### src/rtl/conv_seq_ctrl.sv
// conv_seq_ctrl: sequences one conv layer. Issues weight/feature-map reads one
// group per cycle, steers the conv unit, accumulates its per-group results
// and hands each pixel's sum out over a valid/ready handshake.
// Optional build macro: CONV_SEQ_ACC_SAT_EN (saturating accumulation; wraps
// modulo 2^32 when undefined).
module conv_seq_ctrl #(
    parameter int unsigned GRP_W  = 10,
    parameter int unsigned PIX_W  = 16,
    parameter int unsigned ADDR_W = 16
) (
    input  logic                     clk,
    input  logic                     rst_n,
    input  logic                     start,
    input  logic [GRP_W-1:0]         cfg_num_grp,
    input  logic [PIX_W-1:0]         cfg_num_pix,
    input  logic                     cfg_bias_en,
    output logic                     wt_rd_en,
    output logic                     fm_rd_en,
    output logic [ADDR_W-1:0]        wt_rd_addr,
    output logic [ADDR_W-1:0]        fm_rd_addr,
    output logic                     cu_enable,
    output logic                     cu_fm_valid,
    output logic                     cu_wt_valid,
    output logic                     cu_bias_en,
    input  logic signed [31:0]       cu_dout,
    input  logic                     cu_dout_valid,
    output logic signed [31:0]       out_data,
    output logic                     out_valid,
    input  logic                     out_ready,
    output logic                     busy,
    output logic                     done
);

    localparam int unsigned DATA_W = 32;

    localparam logic [2:0] S_IDLE  = 3'd0;
    localparam logic [2:0] S_ISSUE = 3'd1;
    localparam logic [2:0] S_DRAIN = 3'd2;
    localparam logic [2:0] S_OUT   = 3'd3;
    localparam logic [2:0] S_FIN   = 3'd4;

    logic [2:0]               state_q, state_d;
    logic [GRP_W-1:0]         grp_q, grp_d, acc_cnt_q, acc_cnt_d, ng_q, ng_d, grp_inc;
    logic [PIX_W-1:0]         pix_q, pix_d, np_q, np_d;
    logic [ADDR_W-1:0]        base_q, base_d, base_inc;
    logic                     bias_q, bias_d;
    logic signed [DATA_W-1:0] acc_q, acc_d, acc_sum;
    logic                     acc_last;
    logic                     rd_en_d, cu_en_d, cu_bias_d, out_valid_d, busy_d, done_d;
    logic [ADDR_W-1:0]        wt_addr_d, fm_addr_d;
    logic signed [DATA_W-1:0] out_data_d;

    // Accumulator adder: saturating or wrapping depending on the build
    function automatic logic signed [DATA_W-1:0] acc_add(
        input logic signed [DATA_W-1:0] a,
        input logic signed [DATA_W-1:0] b
    );
`ifdef CONV_SEQ_ACC_SAT_EN
        logic [DATA_W:0] sum;
        sum = {a[DATA_W-1], a} + {b[DATA_W-1], b};
        if (sum[DATA_W] != sum[DATA_W-1])
            return sum[DATA_W] ? {1'b1, {(DATA_W-1){1'b0}}} : {1'b0, {(DATA_W-1){1'b1}}};
        return sum[DATA_W-1:0];
`else
        return a + b;
`endif
    endfunction

    // State, counters, accumulator and registered outputs
    always_ff @(posedge clk or negedge rst_n) begin
        if (!rst_n) begin
            state_q     <= S_IDLE;
            grp_q       <= '0;
            pix_q       <= '0;
            acc_cnt_q   <= '0;
            base_q      <= '0;
            ng_q        <= '0;
            np_q        <= '0;
            bias_q      <= 1'b0;
            acc_q       <= '0;
            wt_rd_en    <= 1'b0;
            fm_rd_en    <= 1'b0;
            wt_rd_addr  <= '0;
            fm_rd_addr  <= '0;
            cu_enable   <= 1'b0;
            cu_fm_valid <= 1'b0;
            cu_wt_valid <= 1'b0;
            cu_bias_en  <= 1'b0;
            out_data    <= '0;
            out_valid   <= 1'b0;
            busy        <= 1'b0;
            done        <= 1'b0;
        end else begin
            state_q     <= state_d;
            grp_q       <= grp_d;
            pix_q       <= pix_d;
            acc_cnt_q   <= acc_cnt_d;
            base_q      <= base_d;
            ng_q        <= ng_d;
            np_q        <= np_d;
            bias_q      <= bias_d;
            acc_q       <= acc_d;
            wt_rd_en    <= rd_en_d;
            fm_rd_en    <= rd_en_d;
            wt_rd_addr  <= wt_addr_d;
            fm_rd_addr  <= fm_addr_d;
            cu_enable   <= cu_en_d;
            cu_fm_valid <= cu_en_d;
            cu_wt_valid <= cu_en_d;
            cu_bias_en  <= cu_bias_d;
            out_data    <= out_data_d;
            out_valid   <= out_valid_d;
            busy        <= busy_d;
            done        <= done_d;
        end
    end

    // Next-state and next-output logic
    always_comb begin
        state_d     = state_q;
        grp_d       = grp_q;
        pix_d       = pix_q;
        acc_cnt_d   = acc_cnt_q;
        base_d      = base_q;
        ng_d        = ng_q;
        np_d        = np_q;
        bias_d      = bias_q;
        acc_d       = acc_q;
        rd_en_d     = 1'b0;
        wt_addr_d   = '0;
        fm_addr_d   = '0;
        out_valid_d = 1'b0;
        out_data_d  = out_data;

        grp_inc  = grp_q + GRP_W'(1);
        base_inc = base_q + ADDR_W'(ng_q);
        acc_last = (acc_cnt_q == ng_q - GRP_W'(1));
        acc_sum  = (acc_cnt_q == '0) ? cu_dout : acc_add(acc_q, cu_dout);

        // Results are only expected while a pixel is in flight
        if ((state_q == S_ISSUE || state_q == S_DRAIN) && cu_dout_valid) begin
            acc_d     = acc_sum;
            acc_cnt_d = acc_cnt_q + GRP_W'(1);
        end

        case (state_q)
            S_IDLE: begin
                if (start) begin
                    ng_d      = (cfg_num_grp == '0) ? GRP_W'(1) : cfg_num_grp;
                    np_d      = cfg_num_pix;
                    bias_d    = cfg_bias_en;
                    grp_d     = '0;
                    pix_d     = '0;
                    base_d    = '0;
                    acc_cnt_d = '0;
                    if (cfg_num_pix == '0) begin
                        state_d = S_FIN;
                    end else begin
                        state_d = S_ISSUE;
                        rd_en_d = 1'b1;
                    end
                end
            end
            S_ISSUE: begin
                if (grp_q == ng_q - GRP_W'(1)) begin
                    state_d = S_DRAIN;
                end else begin
                    grp_d     = grp_inc;
                    rd_en_d   = 1'b1;
                    wt_addr_d = ADDR_W'(grp_inc);
                    fm_addr_d = base_q + ADDR_W'(grp_inc);
                end
            end
            S_DRAIN: begin
                if (cu_dout_valid && acc_last) begin
                    state_d     = S_OUT;
                    out_valid_d = 1'b1;
                    out_data_d  = acc_sum;
                end
            end
            S_OUT: begin
                if (out_ready) begin
                    if (pix_q == np_q - PIX_W'(1)) begin
                        state_d = S_FIN;
                    end else begin
                        state_d   = S_ISSUE;
                        pix_d     = pix_q + PIX_W'(1);
                        base_d    = base_inc;
                        grp_d     = '0;
                        acc_cnt_d = '0;
                        rd_en_d   = 1'b1;
                        fm_addr_d = base_inc;
                    end
                end else begin
                    out_valid_d = 1'b1;
                end
            end
            S_FIN: begin
                state_d = S_IDLE;
            end
            default: begin
                state_d = S_IDLE;
            end
        endcase

        // Conv unit strobes trail the read by one cycle; bias only on group 0
        cu_en_d   = wt_rd_en;
        cu_bias_d = wt_rd_en && (grp_q == '0) && bias_q;
        busy_d    = (state_d != S_IDLE);
        done_d    = (state_d == S_FIN);
    end

endmodule
### config.mk
export PLATFORM = sky130hd
export DESIGN_NAME = conv_seq_ctrl
export DESIGN_NICKNAME = d
export VERILOG_FILES = /design/src/rtl/conv_seq_ctrl.sv
export SDC_FILE = /design/constraint.sdc
export NUM_CORES = 1
export LEC_CHECK = 0
export ABC_AREA = 1
export CAP_MARGIN = 5
export CORE_UTILIZATION = 40
export DETAILED_ROUTE_END_ITERATION = 8
export HOLD_SLACK_MARGIN = 0.05
export PLACE_DENSITY = 0.57
export SLEW_MARGIN = 30
export SYNTH_ARGS = -nofsm -noshare
export SYNTH_HDL_FRONTEND = slang
export SYNTH_SLANG_ARGS = --single-unit
### constraint.sdc
create_clock -name clk -period 4.9 [get_ports clk]
set_clock_uncertainty 0.05 [all_clocks]
set_input_delay 0.98 -clock clk [delete_from_list [all_inputs] [get_ports clk]]
set_output_delay 0.98 -clock clk [all_outputs]
set_load 0.01 [all_outputs]
**Yosys cells after proc, flatten, opt, wreduce, memory -nomap -nowiden**

Index checks and enable logic that the tools add are counted.

- Input port bits: 64
- Word-level logic and storage cells: 95
- Bits in registers: 184

- Add/sub/neg operators: 8
- Mux-type cells: 41
- Eq/ne operators: 11
- Reductions and logical operators: 17

Operators by type and width:

| cell | number |
|---|---|
| 2-to-1 mux 16 bit | 8 |
| 2-to-1 mux 10 bit | 11 |
| one-hot mux 16 bit (2 select lines) | 3 |
| adder 16 x 10 -> 16 bit | 2 |
| adder 32 bit | 1 |
| 2-to-1 mux 32 bit | 1 |
| logical NOT 10 bit | 3 |
| one-hot mux 10 bit (3 select lines) | 1 |
| adder 10 x 1 -> 10 bit, second input constant | 2 |
| equality test 10 bit | 2 |
| one-hot mux 10 bit (2 select lines) | 1 |
| 2-to-1 mux 3 bit | 6 |
| adder 16 x 1 -> 16 bit, second input constant | 1 |
| equality test 16 bit | 1 |
| logical NOT 16 bit | 1 |
| subtractor 16 x 1 -> 16 bit, second input constant | 1 |
| one-hot mux 3 bit (4 select lines) | 1 |
| subtractor 10 x 1 -> 10 bit, second input constant | 1 |
| inequality test 2 bit, second input constant | 4 |
| 2-to-1 mux 1 bit | 7 |
| equality test 3 x 2 -> 1 bit, second input constant | 2 |
| nonzero test 3 bit | 2 |
| AND reduction 5 bit | 1 |
| logical AND 1 bit | 4 |
| 9 further kinds | 10 |

**Logic depth before layout (Yosys ltp)**

- Depth in word-level cells: 7
- Depth in mapped cells: 18

**Worst setup path after synthesis**

OpenSTA, ideal clock, no wires.

- Kind: input port to flip-flop
- Start: in cu_dout[0]
- End: reg acc_q[26]
- Cell stages on the path: 15
- Required time: 4.712 ns
- Path slack: 2.100 ns
- Data arrival time: 2.612 ns
- Cells stage by stage: ha_1 inv_1 fa_1 inv_1 nand3_1 nand2_1 nand2_1 nand2_1 inv_1 o21ai_0 nand3_1 nand2_1 nand2_1 nand3_1 a31oi_1

- Cells in the longest elaborated chain, start to end: 2

RTL lines:

| element | RTL line | text |
|---|---|---|
| from (decl) | 25 | `input logic signed [31:0] cu_dout,` |
| adder 32 bit | 65 | `return a + b;` |
| 2-to-1 mux 32 bit | 138 | `acc_sum = (acc_cnt_q == '0) ? cu_dout : acc_add(acc_q, cu_dout);` |
| to (signal assigned) | 80 | `acc_q <= '0;` |
| to (signal assigned) | 102 | `acc_q <= acc_d;` |
| to (decl) | 47 | `logic signed [DATA_W-1:0] acc_q, acc_d, acc_sum;` |

No other way between the ends.
A chain may end at the register's enable or synchronous reset.

**Worst setup path after layout**

- Start: in cu_dout[0]
- End: reg out_data[26]

- Cells in the longest elaborated chain, start to end: 2

RTL lines:

| element | RTL line | text |
|---|---|---|
| adder 32 bit | 65 |  |
| 2-to-1 mux 32 bit | 138 |  |
| to (signal assigned) | 111 | `out_data <= out_data_d;` |
| to (decl) | 27 | `output logic signed [31:0] out_data,` |

No other way between the ends.

==> out/results.txt <==
Status -> finished clean
Initial antenna violation count -> 0
Synth cell types -> 44
MaxCap Viol Count -> 0
WL/cell -> 16.0 um
Dominant cell type by area after synthesis -> dfrtp_1
Core Region -> 29700 sq um
Clk sink count -> 178
Drt via density -> 5.09
Max Freq -> 302 MHz
Post-DP Area -> 13800 sq um
Period utilisation layout -> 67.5%
Die ar. -> 31000 sq um
First-pass GRT wire length -> 57.7 mm
Cts repair resizes -> 0
DR vias -> 11.4k
Final setup violation count -> 0
Overall die width -> 176 um
Vias in the first global route -> 10.8k
Seq cells post-synth -> 178
Final hold violation count -> 0
Finished Cell Area -> 14400 sq um
Number of buffers created by CTS -> 17
Antenna violation net count after detailed routing -> 0
Root buf cell -> clkbuf_16
Number of I/O pins -> 137
Min Tclk post-route -> 3310 ps
Startpoint Class -> input port
Hold Buf Count CTS -> 0
H-tree Lvls -> 4
Diodes inserted -> 0
Seq/Total Area, Yosys -> 36.7%
Reg clk slew, reported paths -> 70 ps
Clk Latency, worst-skew pair -> 440 ps
Kind of critical path -> input port to flip-flop
Relative slew slack -> 44.0%
Num rows -> 63
DRC viols -> 0
Avg Cell Area, Syn -> 7.01 sq um
Synth Cell Area -> 12100 sq um
Die height -> 176 um
Min-delay worst type -> flip-flop to flip-flop
Synth top area share -> 36.7%
Cell leakage power -> 0.00724 uW
CP arrival -> 3560 ps
Cell area power density -> 545 nW/um^2
Initial Util -> 40.8%
Syn Inst Count -> 1731
Yosys warns -> 0
Post-DP HPWL -> 27.7 mm
Final nets -> 1972
All-layer global routing usage -> 23.9%
TritonCTS clock tree -> done
Number of DRC markers in iteration 0 -> 789
Share of cells above drive strength 1 -> 5.05%
CP required -> 5150 ps
Clock tree buffer depth -> 2
DRT Wirelength -> 36.0 mm
GRT Residual Overflow -> 0
Post-CTS setup buffer count -> 0
Initial DRT Pass Iterations -> 6
Actual slew at the worst max-slew pin -> 840 ps
Largest net degree at the start of global routing -> 99
Maximum VDD drop -> 0.345 mV
RSZ-0062 raised after global routing -> no
Max-slew violation count -> 0
Area growth syn-to-layout -> 18.4%
Critical Path Sink Type -> flip-flop
CP Max Fanout -> 3
Dominant cells by area after synthesis -> dfrtp_1 37%, nand2_1 17%, inv_1 6.1%
Number of port buffers -> 130
Global placement routability congestion -> 0.929
TNS Setup -> 0 ps
[Yosys cell counts, drive strengths merged]
master	count
ha	58
a21boi	3
buf	31
conb	1
nor2	170
nand4	27
a311oi	1
xnor2	20
nor4	12
and2	3
a22oi	1
nand3	139
nand2	560
o211ai	2
o21ai	93
o22ai	3
or2	12
mux2	7
xor2	37
nor3	20
a31oi	32
nand3b	6
o2111ai	6
a21o	4
fa	3
dfrtp	178
o21bai	10
clkbuf	19
inv	201
a21oi	72
[through the flow]
stage	instances	setup WS, ps	power [uW]	util (%)	hold slack [ps]
after floorplan	1736	2100	5130	-	403
after global placement	2218	1190	6360	46.3	412
after detailed placement	2218	1120	6380	46.3	415
after CTS	2250	1610	7880	48.4	434
after global routing	2250	1380	8540	48.4	448
final	2250	1590	7840	48.4	425
[per-layer routing]
layer	GRT usage, %	wire length [um]	part of all wire [%]	vias up
li1	-	-	-	5826
met1	34.4	17900	50	5305
met2	37.2	15900	44	289
met3	3.81	1750	4.9	24
met4	5.91	467	1.3	0
met5	0	0	0	-
[registers in the layout, indices dropped and copies added (netlist names), 3 cells and up]
signal      flops
out_data       32
state_q         3
wt_rd_addr     10
acc_cnt_q      10
np_q           16
acc_q          32
base_q         16
grp_q          10
ng_q           10
fm_rd_addr     16
pix_q          16
[cells in the final DEF (no fill, tap or decap), drive strengths merged, types with 20 or more instances in the layout]
cell type / instances
a21oi: 72
a31oi: 32
clkdlybuf4s50: 129
dfrtp: 178
ha: 58
inv: 204
nand2: 560
nand3: 139
nand4: 27
nor2: 170
nor3: 20
o21ai: 93
xnor2: 20
xor2: 37
[worst max-delay path, stage by stage]
cell             delay, ps
clkdlybuf4s50_1        550
ha_1                   250
inv_1                   70
fa_1                   400
inv_1                   90
nand3_1                 70
nand2_1                130
nand2_1                 60
nand2_1                110
inv_1                   60
o21ai_0                260
nand3_1                190
nand2_1                100
nand2_1                 50
nand3_1                 90
a31oi_1                100
[power breakdown]
group          internal [uW]  leakage, uW  switching [uW]  total [uW]
clock network            823     0.000295             638        1460
logic                   1460      0.00463            2680        4130
registers               1870      0.00232             383        2250
[worst paths after layout]
| check | startpoint | end | slack (ps) | cells past startpoint |
|---|---|---|---|---|
| min | out_data[31] | out_data[31] | 430 | 2 |
| min in group asynchronous | rst_n | np_q[12] | 580 | 1 |
| max reg2reg | ng_q[0] | busy | 1720 | 17 |
| max in group asynchronous | rst_n | cu_bias_en | 3300 | 2 |
| max | cu_dout[0] | out_data[26] | 1590 | 16 |
| min reg2reg | out_data[31] | out_data[31] | 430 | 2 |
[layout make-up]
class | instances | area, sq um
Tap cell | 390 | 488
Clock inverter | 14 | 178
Fill cell | 2971 | 15300
Multi-Input combinational cell | 1307 | 6670
Timing Repair Buffer | 142 | 1400
Sequential cell | 178 | 4450
Clock buffer | 18 | 439
Inverter | 201 | 757
[logic make-up (layout without fill, tap and decap cells)]
group	Yosys count	count (layout)	synth area share (%)
adders and majority gates	61	61	6.47
xor gates and xnor gates	57	57	4.11
muxes	7	7	0.649
and+or+nand+nor	949	949	33.1
AOI/OAI and AO/OA	227	227	10.4
buffers and inverters	251	375	8.61
DFF	178	178	36.7
other	1	6	0.0309
Power figures use the tool's default switching activity.
